<file path="config.mk">
export PLATFORM = sky130hd
export DESIGN_NAME = accumulator_drain_flat
export DESIGN_NICKNAME = d
export VERILOG_FILES = /design/src/rtl/accumulator_drain_if.sv /design/src/rtl/accumulator_drain.sv /design/src/flat_wrapper.sv
export SDC_FILE = /design/constraint.sdc
export NUM_CORES = 1
export LEC_CHECK = 0
export CELL_PAD_IN_SITES_DETAIL_PLACEMENT = 1
export CELL_PAD_IN_SITES_GLOBAL_PLACEMENT = 1
export CORE_MARGIN = 5
export CORE_UTILIZATION = 30
export DETAILED_ROUTE_END_ITERATION = 8
export GPL_ROUTABILITY_DRIVEN = 0
export GPL_TIMING_DRIVEN = 1
export PLACE_DENSITY = 0.71
export SYNTH_ARGS = -nofsm -noshare
export SYNTH_HDL_FRONTEND = slang
export SYNTH_SLANG_ARGS = --single-unit
</file>
<file path="constraint.sdc">
create_clock -name clk -period 3.1 [get_ports clk]
set_input_delay 0.465 -clock clk [delete_from_list [all_inputs] [get_ports clk]]
set_output_delay 0.465 -clock clk [all_outputs]
set_load 0.03 [all_outputs]
</file>
<file path="src/rtl/accumulator_drain_if.sv">
// Output stream bundle of the accumulator drain: valid/ready words with a last marker.
interface accumulator_drain_if #(
    parameter int DATA_WIDTH = 16
);
    logic [DATA_WIDTH-1:0] out_data;
    logic                  out_valid;
    logic                  out_ready;
    logic                  out_last;

    modport master (output out_data, output out_valid, output out_last, input out_ready);
    modport slave  (input out_data, input out_valid, input out_last, output out_ready);
endinterface

</file>
<file path="src/rtl/accumulator_drain.sv">
// Sweeps the accumulator back-buffer bank by bank, entry by entry, and streams the words out
// through a 2-entry skid FIFO that hides the one-cycle array read latency.
//
// state    | meaning
// S_IDLE   | waiting for start; address outputs held at 0
// S_ISSUE  | issuing reads while FIFO occupancy + in-flight < 2
// S_WAIT   | all reads issued; waiting for the last word to handshake
// S_FINISH | one-cycle done pulse, then back to idle
module accumulator_drain #(
    parameter int BUFFER_WIDTH           = 8,
    parameter int TILE_SIZE              = 256,
    parameter int SMALLEST_ELEMENT_WIDTH = 4,
    parameter int BANK_COUNT             = 256
) (
    input  logic                                clk,
    input  logic                                reset,
    input  logic                                start,
    input  logic [$clog2(BANK_COUNT):0]         bank_limit,
    input  logic [$clog2(BUFFER_WIDTH):0]       entry_limit,
    output logic [$clog2(TILE_SIZE)-1:0]        back_buffer_bank_read,
    output logic [$clog2(BUFFER_WIDTH)-1:0]     back_buffer_bank_entry,
    input  logic [4*SMALLEST_ELEMENT_WIDTH-1:0] back_buffer_data_read,
    accumulator_drain_if.master                 out_if,
    output logic                                busy,
    output logic                                done
);
    localparam int BLW = $clog2(BANK_COUNT) + 1;
    localparam int ELW = $clog2(BUFFER_WIDTH) + 1;
    localparam int BW  = $clog2(TILE_SIZE);
    localparam int EW  = $clog2(BUFFER_WIDTH);
    localparam int DW  = 4 * SMALLEST_ELEMENT_WIDTH;
    localparam logic [BLW-1:0] BANK_ONE  = BLW'(1);
    localparam logic [ELW-1:0] ENTRY_ONE = ELW'(1);

    typedef enum logic [1:0] {S_IDLE, S_ISSUE, S_WAIT, S_FINISH} state_t;

    state_t          state_q, state_d;
    logic [BLW-1:0]  bank_lim_q, bank_lim_d;
    logic [ELW-1:0]  entry_lim_q, entry_lim_d;
    logic [BLW-1:0]  bank_q, bank_d;
    logic [ELW-1:0]  entry_q, entry_d;
    logic            inflight_q, inflight_d;
    logic            inflight_last_q, inflight_last_d;
    logic [DW-1:0]   fifo_data_q [2];
    logic [DW-1:0]   fifo_data_d [2];
    logic            fifo_last_q [2];
    logic            fifo_last_d [2];
    logic            head_q, head_d;
    logic [1:0]      count_q, count_d;

    logic [1:0] occupancy;
    logic       issue;
    logic       last_issue;
    logic       entry_wrap;
    logic       handshake;
    logic       push;
    logic       pop;
    logic       wr_idx;

    // The in-flight word bypasses the FIFO when it is empty, so data reaches the
    // stream in the same cycle the array presents it.
    always_comb begin
        occupancy  = count_q + {1'b0, inflight_q};
        issue      = (state_q == S_ISSUE) && (occupancy < 2'd2);
        entry_wrap = (entry_q == entry_lim_q - ENTRY_ONE);
        last_issue = entry_wrap && (bank_q == bank_lim_q - BANK_ONE);

        out_if.out_valid = (count_q != 2'd0) || inflight_q;
        if (count_q != 2'd0) begin
            out_if.out_data = fifo_data_q[head_q];
            out_if.out_last = fifo_last_q[head_q];
        end else if (inflight_q) begin
            out_if.out_data = back_buffer_data_read;
            out_if.out_last = inflight_last_q;
        end else begin
            out_if.out_data = '0;
            out_if.out_last = 1'b0;
        end

        handshake = out_if.out_valid && out_if.out_ready;
        pop       = handshake && (count_q != 2'd0);
        push      = inflight_q && !(handshake && (count_q == 2'd0));
        wr_idx    = head_q ^ count_q[0];

        fifo_data_d = fifo_data_q;
        fifo_last_d = fifo_last_q;
        if (push) begin
            fifo_data_d[wr_idx] = back_buffer_data_read;
            fifo_last_d[wr_idx] = inflight_last_q;
        end
        head_d  = head_q ^ pop;
        count_d = count_q + {1'b0, push} - {1'b0, pop};

        inflight_d      = issue;
        inflight_last_d = issue && last_issue;

        back_buffer_bank_read  = (state_q == S_ISSUE) ? bank_q[BW-1:0]  : '0;
        back_buffer_bank_entry = (state_q == S_ISSUE) ? entry_q[EW-1:0] : '0;
    end

    always_comb begin
        state_d     = state_q;
        bank_lim_d  = bank_lim_q;
        entry_lim_d = entry_lim_q;
        bank_d      = bank_q;
        entry_d     = entry_q;
        busy        = (state_q != S_IDLE);
        done        = 1'b0;

        unique case (state_q)
            S_IDLE: begin
                if (start) begin
                    bank_lim_d  = bank_limit;
                    entry_lim_d = entry_limit;
                    bank_d      = '0;
                    entry_d     = '0;
                    if ((bank_limit == '0) || (entry_limit == '0)) begin
                        state_d = S_FINISH;
                    end else begin
                        state_d = S_ISSUE;
                    end
                end
            end
            S_ISSUE: begin
                if (issue) begin
                    if (last_issue) begin
                        state_d = S_WAIT;
                    end else if (entry_wrap) begin
                        entry_d = '0;
                        bank_d  = bank_q + BANK_ONE;
                    end else begin
                        entry_d = entry_q + ENTRY_ONE;
                    end
                end
            end
            S_WAIT: begin
                // The last-marked word is the final one issued, so once it
                // handshakes the FIFO and the read pipe are necessarily empty.
                if (handshake && out_if.out_last) begin
                    state_d = S_FINISH;
                end
            end
            S_FINISH: begin
                done    = 1'b1;
                state_d = S_IDLE;
            end
            default: state_d = S_IDLE;
        endcase
    end

    always_ff @(posedge clk) begin
        if (reset) begin
            state_q         <= S_IDLE;
            bank_lim_q      <= '0;
            entry_lim_q     <= '0;
            bank_q          <= '0;
            entry_q         <= '0;
            inflight_q      <= 1'b0;
            inflight_last_q <= 1'b0;
            fifo_data_q[0]  <= '0;
            fifo_data_q[1]  <= '0;
            fifo_last_q[0]  <= 1'b0;
            fifo_last_q[1]  <= 1'b0;
            head_q          <= 1'b0;
            count_q         <= 2'd0;
        end else begin
            assert (!(push && !pop && (count_q == 2'd2)));
            state_q         <= state_d;
            bank_lim_q      <= bank_lim_d;
            entry_lim_q     <= entry_lim_d;
            bank_q          <= bank_d;
            entry_q         <= entry_d;
            inflight_q      <= inflight_d;
            inflight_last_q <= inflight_last_d;
            fifo_data_q     <= fifo_data_d;
            fifo_last_q     <= fifo_last_d;
            head_q          <= head_d;
            count_q         <= count_d;
        end
    end
endmodule

</file>
<file path="src/flat_wrapper.sv">
// flat-port wrapper written by rule: the top's interface ports become plain ports
module accumulator_drain_flat 
#(
    parameter int BUFFER_WIDTH           = 8,
    parameter int TILE_SIZE              = 256,
    parameter int SMALLEST_ELEMENT_WIDTH = 4,
    parameter int BANK_COUNT             = 256
)
  (clk, reset, start, bank_limit, entry_limit, back_buffer_bank_read, back_buffer_bank_entry, back_buffer_data_read, busy, done, out_if_out_data, out_if_out_valid, out_if_out_last, out_if_out_ready);
  accumulator_drain_if #(.DATA_WIDTH(16)) out_if_i ();
  input  logic clk;
  input  logic reset;
  input  logic start;
  input  logic [$clog2(BANK_COUNT):0] bank_limit;
  input  logic [$clog2(BUFFER_WIDTH):0] entry_limit;
  output logic [$clog2(TILE_SIZE)-1:0] back_buffer_bank_read;
  output logic [$clog2(BUFFER_WIDTH)-1:0] back_buffer_bank_entry;
  input  logic [4*SMALLEST_ELEMENT_WIDTH-1:0] back_buffer_data_read;
  output logic busy;
  output logic done;
  output wire logic [$bits(out_if_i.out_data)-1:0] out_if_out_data;
  output wire logic [$bits(out_if_i.out_valid)-1:0] out_if_out_valid;
  output wire logic [$bits(out_if_i.out_last)-1:0] out_if_out_last;
  input wire logic [$bits(out_if_i.out_ready)-1:0] out_if_out_ready;
  assign out_if_out_data = out_if_i.out_data;
  assign out_if_out_valid = out_if_i.out_valid;
  assign out_if_out_last = out_if_i.out_last;
  assign out_if_i.out_ready = out_if_out_ready;
  accumulator_drain #(.BUFFER_WIDTH(BUFFER_WIDTH), .TILE_SIZE(TILE_SIZE), .SMALLEST_ELEMENT_WIDTH(SMALLEST_ELEMENT_WIDTH), .BANK_COUNT(BANK_COUNT)) u_core (.clk(clk), .reset(reset), .start(start), .bank_limit(bank_limit), .entry_limit(entry_limit), .back_buffer_bank_read(back_buffer_bank_read), .back_buffer_bank_entry(back_buffer_bank_entry), .back_buffer_data_read(back_buffer_data_read), .out_if(out_if_i), .busy(busy), .done(done));
endmodule
</file>
After elaboration in Yosys (flattened, before gate mapping)
Index checks and enable logic that the tools add are counted.
Widths: inputs -> output; s select.
{ "word_totals": {"input_bits": 33, "output_inout_bits": 31, "elab_cells": 97, "reg_bits": 67} }
{ "classes": {"bitwise": 4, "n_eq_ne": 11, "order_cmp": 4, "mux": 35, "reduce_logical": 23, "add_sub_neg": 7} }
{ "ops": {"columns": ["op", "count"], "rows": [
  ["$mux 16", 6],
  ["$mux 9", 4],
  ["$bwmux 32", 1],
  ["$pmux 9 s2", 1],
  ["$demux 16 s1", 1],
  ["$mux 4", 4],
  ["$mux 2", 5],
  ["$add 9x1->9 const B", 1],
  ["$eq 9x9->1", 1],
  ["$logic_and 1x1->1", 9],
  ["$logic_not 9->1", 1],
  ["$sub 9x1->9 const B", 1],
  ["$mux 8", 1],
  ["$ne 2x1->1 const B", 4],
  ["$pmux 2 s4", 1],
  ["$pmux 4 s2", 1],
  ["$reduce_and 4->1", 2],
  ["$mux 1", 7],
  ["$reduce_bool 2->1", 3],
  ["$reduce_and 5->1", 1],
  ["$add 2x1->2", 2],
  ["$add 4x1->4 const B", 1],
  ["$eq 2x2->1 const B", 2],
  ["$eq 4x4->1", 1],
  ["17 further kinds", 23]
]} }

Logic depth before layout (Yosys ltp)
Gate-level depths: netlist (run 1).
{ "logic_depth": {"ltp_word": 8, "ltp_mapped": 10, "mapped_depth_nobuf": 9} }

Worst setup path before layout (run 1)
Ideal clock, no wire load.
{ "synth_timing": {"path_kind": "reg-to-output", "from": "reg u_core.head_q", "to": "out out_if_out_data[10]", "slack_ps": 596, "path_stages_with_launch": 5, "path_buffers": 2, "arrival_time_ps": 2039, "required_time_ps": 2635, "path_cell_list": "dfxtp_1 clkbuf_1 buf_1 mux2i_1 o21ai_0"} }
{ "synth_via": {"elab_chain_cells": 5} }
{ "synth_lines": {"columns": ["item", "line_no", "source"], "rows": [
  ["start: declaration", "accumulator_drain.sv:48", "logic head_q, head_d;"],
  ["start signal: assignment", "accumulator_drain.sv:164", "head_q <= 1'b0;"],
  ["start signal: assignment", "accumulator_drain.sv:177", "head_q <= head_d;"],
  ["$not 1->2 (implied by the code)", "accumulator_drain.sv:70", "out_if.out_data = fifo_data_q[head_q];"],
  ["$mux 16 (implied by the code) (3 in a row)", "accumulator_drain.sv:70", null],
  ["$mux 16", "accumulator_drain.sv:69", "if (count_q != 2'd0) begin"],
  ["end: declaration", "flat_wrapper.sv:21", "output wire logic [$bits(out_if_i.out_data)-1:0] out_if_out_data;"]
]} }
Every way passes these cells. The select of a mux whose other input is x is not followed.

Worst setup path in the final report (run 1)
{ "layout_timing": {"from": "reg u_core.inflight_q", "to": "out out_if_out_data[9]"} }
{ "layout_via": {"elab_chain_cells": 2} }
{ "layout_lines": {"columns": ["item", "line_no", "source"], "rows": [
  ["start: declaration", "accumulator_drain.sv:42", "logic inflight_q, inflight_d;"],
  ["start signal: assignment", "accumulator_drain.sv:173", "inflight_q <= inflight_d;"],
  ["$mux 16", "accumulator_drain.sv:72", "end else if (inflight_q) begin"],
  ["$mux 16", "accumulator_drain.sv:69", null]
]} }
Every way passes these cells.

==> impl_metrics.json, run 1 <==
{
  "power_density_mw_per_mm2": 770,
  "grt_max_degree": 39,
  "ys_ff_latch": 67,
  "wirelength_um": 10200,
  "reg2reg_slack_ns": 0.48,
  "insertion_delay_ns": 0.34,
  "syn-num-nets": 471,
  "tns_ns": 0,
  "dr.pass1.iters": 4,
  "setup_violations": 0,
  "reg2reg_from": "u_core.bank_lim_q[0]",
  "slowest_stage": "clkdlybuf4s50_1",
  "syn_to_final_growth_pct": 30.8,
  "endpoint": "out_if_out_data[9]",
  "layout_commonest_cell": "dfxtp_1",
  "synth_flop_cell": "dfxtp_1",
  "overflow": 0,
  "cts.repair.resized": 0,
  "hold_viol": 0,
  "core_area_mm2": 0.0119,
  "die_h_um": 119,
  "clockBufferDepth": 2,
  "reg2reg_to": "u_core.bank_q[4]",
  "required_ns": 2.63,
  "start_util_pct": 30.3,
  "rsz0062_at_grt": "no",
  "dp_hpwl_um": 7550,
  "synth-edff-count": 0,
  "n_antenna_cell": 0,
  "die_x_um": 119,
  "end_kind": "primary output",
  "syn_area_per_cell_um2": 8.42,
  "cts_root_buf": "clkbuf_16",
  "finalPower_w": 0.00362,
  "cpPeakStageDelay_ns": 0.71,
  "numCtsBuffers": 9,
  "fp-row-count": 40,
  "ios": 64,
  "cts.clk_slew.worst_paths_ns": 0.06,
  "start_kind": "flip-flop",
  "post_drt_wl_per_cell_um": 15.9,
  "worstSetupStartpoint": "u_core.inflight_q",
  "routed_via_density": 5.03,
  "seq_area_frac_synth_pct": 37.3,
  "grt_pass1_vias": 3528,
  "peakVddDrop_uv": 317,
  "drc": 0,
  "portBuffers": 63,
  "yosysUniqueCellTypes": 52,
  "drv_slew": 0,
  "period_share_pct": 87.1,
  "clkSinkCount": 67,
  "fmax_ghz": 0.370,
  "wl_met1_um": 4670,
  "status": "finished clean",
  "drt-initial-drc-count": 122,
  "worstPathArrival_ns": 2.24,
  "num_vias": 3242,
  "dieArea_mm2": 0.0143,
  "syn_inst": 427,
  "finalCriticalPeriod_ns": 2.70,
  "worstRegToRegCells": 11,
  "antenna_left": 0,
  "dr.max_layer_used": "met4",
  "route.met2.wl_um": 5220,
  "async_flop_share_pct": 0,
  "worstPathMaxFanout": 13,
  "grt_pass1_wl_um": 17200,
  "p_leak_nw": 1.62,
  "ys_warn_count": 0,
  "path_cells": "buf_4, nand3_1, o21ai_0, clkdlybuf4s50_1",
  "antenna_found_initial": 0,
  "fin_skew_ns": 0.00464,
  "layout.nets": 536,
  "hold_buffers": 0,
  "worst_pin_slew_ns": 0.584,
  "worst-setup-path-type": "flip-flop to primary output",
  "fin_hold_ws_ns": 0.495,
  "cap_violations": 0,
  "synth_area_mm2": 0.00360,
  "hold_path_class": "flip-flop to flip-flop",
  "cts_tree": "yes",
  "wl_met3_um": 235,
  "htreeDepth": 3,
  "drive_above_1_share_pct": 8.85,
  "track_usage_pct": 14.7,
  "cts_setup_buffers": 0,
  "final_cell_mix": "dfxtp_1 (67), clkdlybuf4s50_1 (62), nor2_1 (55), mux2i_1 (52), nand2_1 (35)",
  "slew_headroom_pct": 61.0
}
==> cells in the mapped netlist, types with 2 or more instances <==
cell type  instances  area (µm²)
xor2_1             7        61.3
nand2b_1           2        12.5
nand4_1            3        18.8
nand3_1           25         125
o21ai_0           27         135
nor2_1            56         210
nor3_1             8        40.0
nor2b_1            6        37.5
a21o_1             2        15.0
xnor2_1           14         123
a21oi_1           23         115
nor3b_1            2        15.0
inv_1             12        45.0
buf_2              3        15.0
and2_1            10        62.6
mux2i_1           52         521
or4_4              2        22.5
nor4b_1            2        17.5
or3_1              8        50.1
o211ai_1           2        15.0
clkbuf_1          18        67.6
o2111ai_1          2        17.5
ha_1              11         138
nand2_1           35         131
dfxtp_1           67        1340
buf_1              2        7.51
==> worst min-delay path by stage <==
stage	from	endpoint	slack [ns]	cells past startpoint
CTS	u_core.bank_lim_q[1]	u_core.bank_lim_q[1]	0.50	2
global route	u_core.bank_lim_q[1]	u_core.bank_lim_q[1]	0.52	2
detailed placement	u_core.fifo_data_q[27]	u_core.fifo_data_q[27]	0.49	2
finish	u_core.entry_lim_q[2]	u_core.entry_lim_q[2]	0.49	2
floorplan	u_core.entry_lim_q[3]	u_core.entry_lim_q[3]	0.45	2
global placement	u_core.entry_lim_q[3]	u_core.entry_lim_q[3]	0.47	2
==> kinds of logic (layout without fill, tap and decap cells) <==
kind of cell / Yosys count / count (layout) / synth area share [%]
AND/OR/NAND/NOR: 169 / 169 / 22.9
AO/OA/AOI/OAI: 71 / 71 / 12.6
flip-flops: 67 / 67 / 37.3
multiplexers: 52 / 52 / 14.5
buffers and inverters: 36 / 106 / 3.86
XOR/XNOR: 21 / 21 / 5.11
adder cells (fa/ha/maj): 11 / 11 / 3.83
==> report_power, final <==
group | internal, W | switching, W | leakage [nW]
logic | 0.000630 | 0.000936 | 0.942
registers | 0.000966 | 0.000137 | 0.543
clock network | 0.000546 | 0.000409 | 0.136
total | 0.00214 | 0.00148 | 1.62
==> stage by stage <==
step	setup WS [ns]	instances	cell area [µm²]	utilization (%)
3_5_place_dp	0.479	628	4430	37.3
2_1_floorplan	0.596	427	3600	-
4_1_cts	0.374	644	4700	39.7
5_1_grt	0.202	644	4700	39.7
3_3_place_gp	0.562	628	4430	37.3
6_report	0.399	644	4700	39.7
==> per-layer routing <==
layer	GRT usage (%)	vias up
met5	0	-
met4	3.58	0
met3	2.94	12
met2	26.3	33
met1	18.1	1580
li1	-	1617
==> worst max-delay path: cells and delay by family, from the launching register on <==
| kind | cells | cell delay (ns) |
|---|---|---|
| buf+inv | 2 | 0.99 |
| simple gates | 1 | 0.10 |
| compound gates | 1 | 0.12 |
| flops | 1 | 0.69 |
==> registers in the layout, summed over array words and instances, names as in the netlist <==
| signal | flops |
|---|---|
| u_core.bank_lim_q | 9 |
| u_core.bank_q | 9 |
| u_core.count_q | 2 |
| u_core.entry_lim_q | 4 |
| u_core.entry_q | 4 |
| u_core.fifo_data_q | 32 |
| u_core.fifo_last_q | 2 |
| u_core.head_q | 1 |
| u_core.inflight_last_q | 1 |
| u_core.inflight_q | 1 |
| u_core.state_q | 2 |
==> cell type report <==
cell class / count / area (µm²)
multi-input cells: 324 / 2120
inverters: 13 / 48.8
clock inverters: 7 / 52.6
clock buffers: 9 / 225
repair buffers: 77 / 731
fillers: 1386 / 7160
flip-flops and latches: 67 / 1340
well taps: 147 / 184
Note: power is estimated with default switching activity, not from simulation.
==> run 2: changes to the inputs <==
--- a/config.mk
+++ b/config.mk
@@ -12,7 +12,7 @@
 export DETAILED_ROUTE_END_ITERATION = 8
 export GPL_ROUTABILITY_DRIVEN = 0
 export GPL_TIMING_DRIVEN = 1
-export PLACE_DENSITY = 0.71
+export PLACE_DENSITY_LB_ADDON = 0.12
 export SYNTH_ARGS = -nofsm -noshare
 export SYNTH_HDL_FRONTEND = slang
 export SYNTH_SLANG_ARGS = --single-unit
==> run 2 against run 1 <==
Effect of this change:
- register-to-register slack worse by 0.08 ns
- maximum frequency shrank 5.9%
- combinational power about the same
- core utilization is 0.63 points higher
- wire length fell by 3.6%
- sequential share of layout area shrank 0.45 points
- final cell count down 0.47%
- via count fell by 0.89%
- largest cell class unchanged
- global-route usage fell by 0.45 points
==> impl_metrics.json, run 2 (same netlist as run 1, synthesis figures left out) <==
{
  "worstRegToRegCells": 9,
  "numCtsBuffers": 9,
  "p_leak_nw": 1.64,
  "antenna_found_initial": 0,
  "cap_violations": 0,
  "drt-initial-drc-count": 85,
  "p_seq_share_pct": 28.4,
  "portBuffers": 63,
  "setup_violations": 0,
  "period_share_pct": 92.6,
  "slew_headroom_pct": 52.6,
  "power_density_mw_per_mm2": 808,
  "cts_root_buf": "clkbuf_16",
  "syn_to_final_growth_pct": 32.9,
  "hold_viol": 0,
  "cts.repair.resized": 0,
  "required_ns": 2.63,
  "antenna_left": 0,
  "clkPwrFrac_pct": 31.2,
  "routed_via_density": 5.01,
  "dieArea_mm2": 0.0143,
  "switching_share_pct": 37.6,
  "final_cell_mix": "dfxtp_1 (67), clkdlybuf4s50_1 (62), nor2_1 (55), mux2i_1 (52), nand2_1 (35)",
  "dp_hpwl_um": 7250,
  "grt_max_degree": 38,
  "clkSinkCount": 67,
  "grt_pass1_wl_um": 16700,
  "drive_above_1_share_pct": 8.30,
  "path_cells": "nor2_2, buf_4, nand3_1, o21ai_0, clkdlybuf4s50_1",
  "drv_slew": 0,
  "reg2reg_to": "u_core.state_q[1]",
  "hold_buffers": 0,
  "track_usage_pct": 14.3,
  "htreeDepth": 3,
  "cts_tree": "yes",
  "final.fill_count": 1397,
  "clockBufferDepth": 2,
  "grt_pass1_vias": 3407,
  "cts_setup_buffers": 0,
  "die_x_um": 119,
  "layout.nets": 533,
  "p_comb_share_pct": 40.4,
  "insertion_delay_ns": 0.33,
  "slowest_stage": "clkdlybuf4s50_1",
  "rsz0062_at_grt": "no",
  "worst_pin_slew_ns": 0.711,
  "end_kind": "primary output",
  "cpPeakStageDelay_ns": 0.71,
  "overflow": 0,
  "peakVddDrop_uv": 437,
  "reg2reg_from": "u_core.bank_lim_q[0]",
  "drc": 0,
  "finalPower_w": 0.00386,
  "hold_path_class": "flip-flop to flip-flop",
  "worstPathArrival_ns": 2.41,
  "power.switching_w": 0.00145,
  "post_drt_wl_per_cell_um": 15.4,
  "multi_input_area_mm2": 0.00212,
  "worstSetupStartpoint": "u_core.count_q[0]",
  "start_kind": "flip-flop",
  "wirelength_um": 9870,
  "finalCriticalPeriod_ns": 2.87,
  "fmax_ghz": 0.348,
  "reg.largest.list": "u_core.fifo_data_q (32), u_core.bank_lim_q (9), u_core.bank_q (9)",
  "dr.pass1.iters": 4,
  "endpoint": "out_if_out_data[11]",
  "ios": 64,
  "worstPathMaxFanout": 24,
  "status": "finished clean",
  "core_area_mm2": 0.0119,
  "fin_skew_ns": 0.00670,
  "worst-setup-path-type": "flip-flop to primary output",
  "n_antenna_cell": 0,
  "cts.clk_slew.worst_paths_ns": 0.06,
  "num_vias": 3213,
  "final-seq-area_mm2": 0.00134,
  "p_int_w": 0.00241,
  "largest_register": "u_core.fifo_data_q",
  "tns_ns": 0,
  "largest_reg_flops": 32,
  "die_h_um": 119,
  "start_util_pct": 30.3,
  "layout_commonest_cell": "dfxtp_1",
  "reg2reg_slack_ns": 0.40,
  "fp-row-count": 40
}
-- run 2: changes by cell type in the layout (fill, tap and decap cells not counted), sizes merged --
cell,previous run,this run
buf,15,12
bufinv,0,3
clkbuf,9,10
clkinv,5,2
inv,14,13
-- run 2: worst min path at each step --
stage	slack, ns	cells after the start	startpoint	to
after floorplan	0.45	2	u_core.entry_lim_q[3]	u_core.entry_lim_q[3]
after global placement	0.47	2	u_core.entry_lim_q[3]	u_core.entry_lim_q[3]
after detailed placement	0.48	2	u_core.entry_lim_q[3]	u_core.entry_lim_q[3]
after CTS	0.49	2	u_core.entry_lim_q[3]	u_core.entry_lim_q[3]
after global routing	0.52	2	u_core.bank_lim_q[7]	u_core.bank_lim_q[7]
final	0.48	2	u_core.entry_lim_q[3]	u_core.entry_lim_q[3]
-- run 2: power by group through the flow --
stage | Sequential, W | Clock (W) | Combinational (W)
4_1_cts | 0.00110 | 0.00123 | 0.00159
5_1_grt | 0.00112 | 0.00128 | 0.00173
2_1_floorplan | 0.00105 | 0 | 0.00109
6_report | 0.00110 | 0.00121 | 0.00156
3_5_place_dp | 0.00112 | 0 | 0.00158
3_3_place_gp | 0.00111 | 0 | 0.00154
-- run 2: metrics by stage --
step           cell area, µm²  cells  util, %  setup slack (ns)  hold WS, ns
2_1_floorplan            3600    427        -             0.596        0.448
3_3_place_gp             4430    625     37.3             0.529        0.466
3_5_place_dp             4430    625     37.3             0.386        0.476
4_1_cts                  4780    641     40.3             0.159        0.485
5_1_grt                  4780    641     40.3            0.0347        0.515
6_report                 4780    641     40.3             0.228        0.481
-- run 2: final cells by class --
type / instances / share of cell area [%]
Inverter: 13 / 1.02
Clock inverter: 6 / 2.33
Tap cell: 147 / 3.85
Timing Repair Buffer: 74 / 15.3
Clock buffer: 10 / 5.00
Multi-Input combinational cell: 324 / 44.4
Sequential cell: 67 / 28.1
-- run 2: worst max-delay path, delay by kind of cell (launching register included) --
family,cells,cell delay [ns]
flip-flops,1,0.35
buffers and inverters,2,1.06
AND/OR/NAND/NOR,2,0.56
AO/OA/AOI/OAI,1,0.11
-- run 2: layer usage --
metal / GRT usage (%) / share of wire, % / up-vias
li1: - / - / 1616
met1: 18.6 / 49 / 1555
met2: 23.9 / 48 / 33
met3: 2.37 / 1.9 / 9
met4: 4.72 / 1.2 / 0
met5: 0 / 0 / -
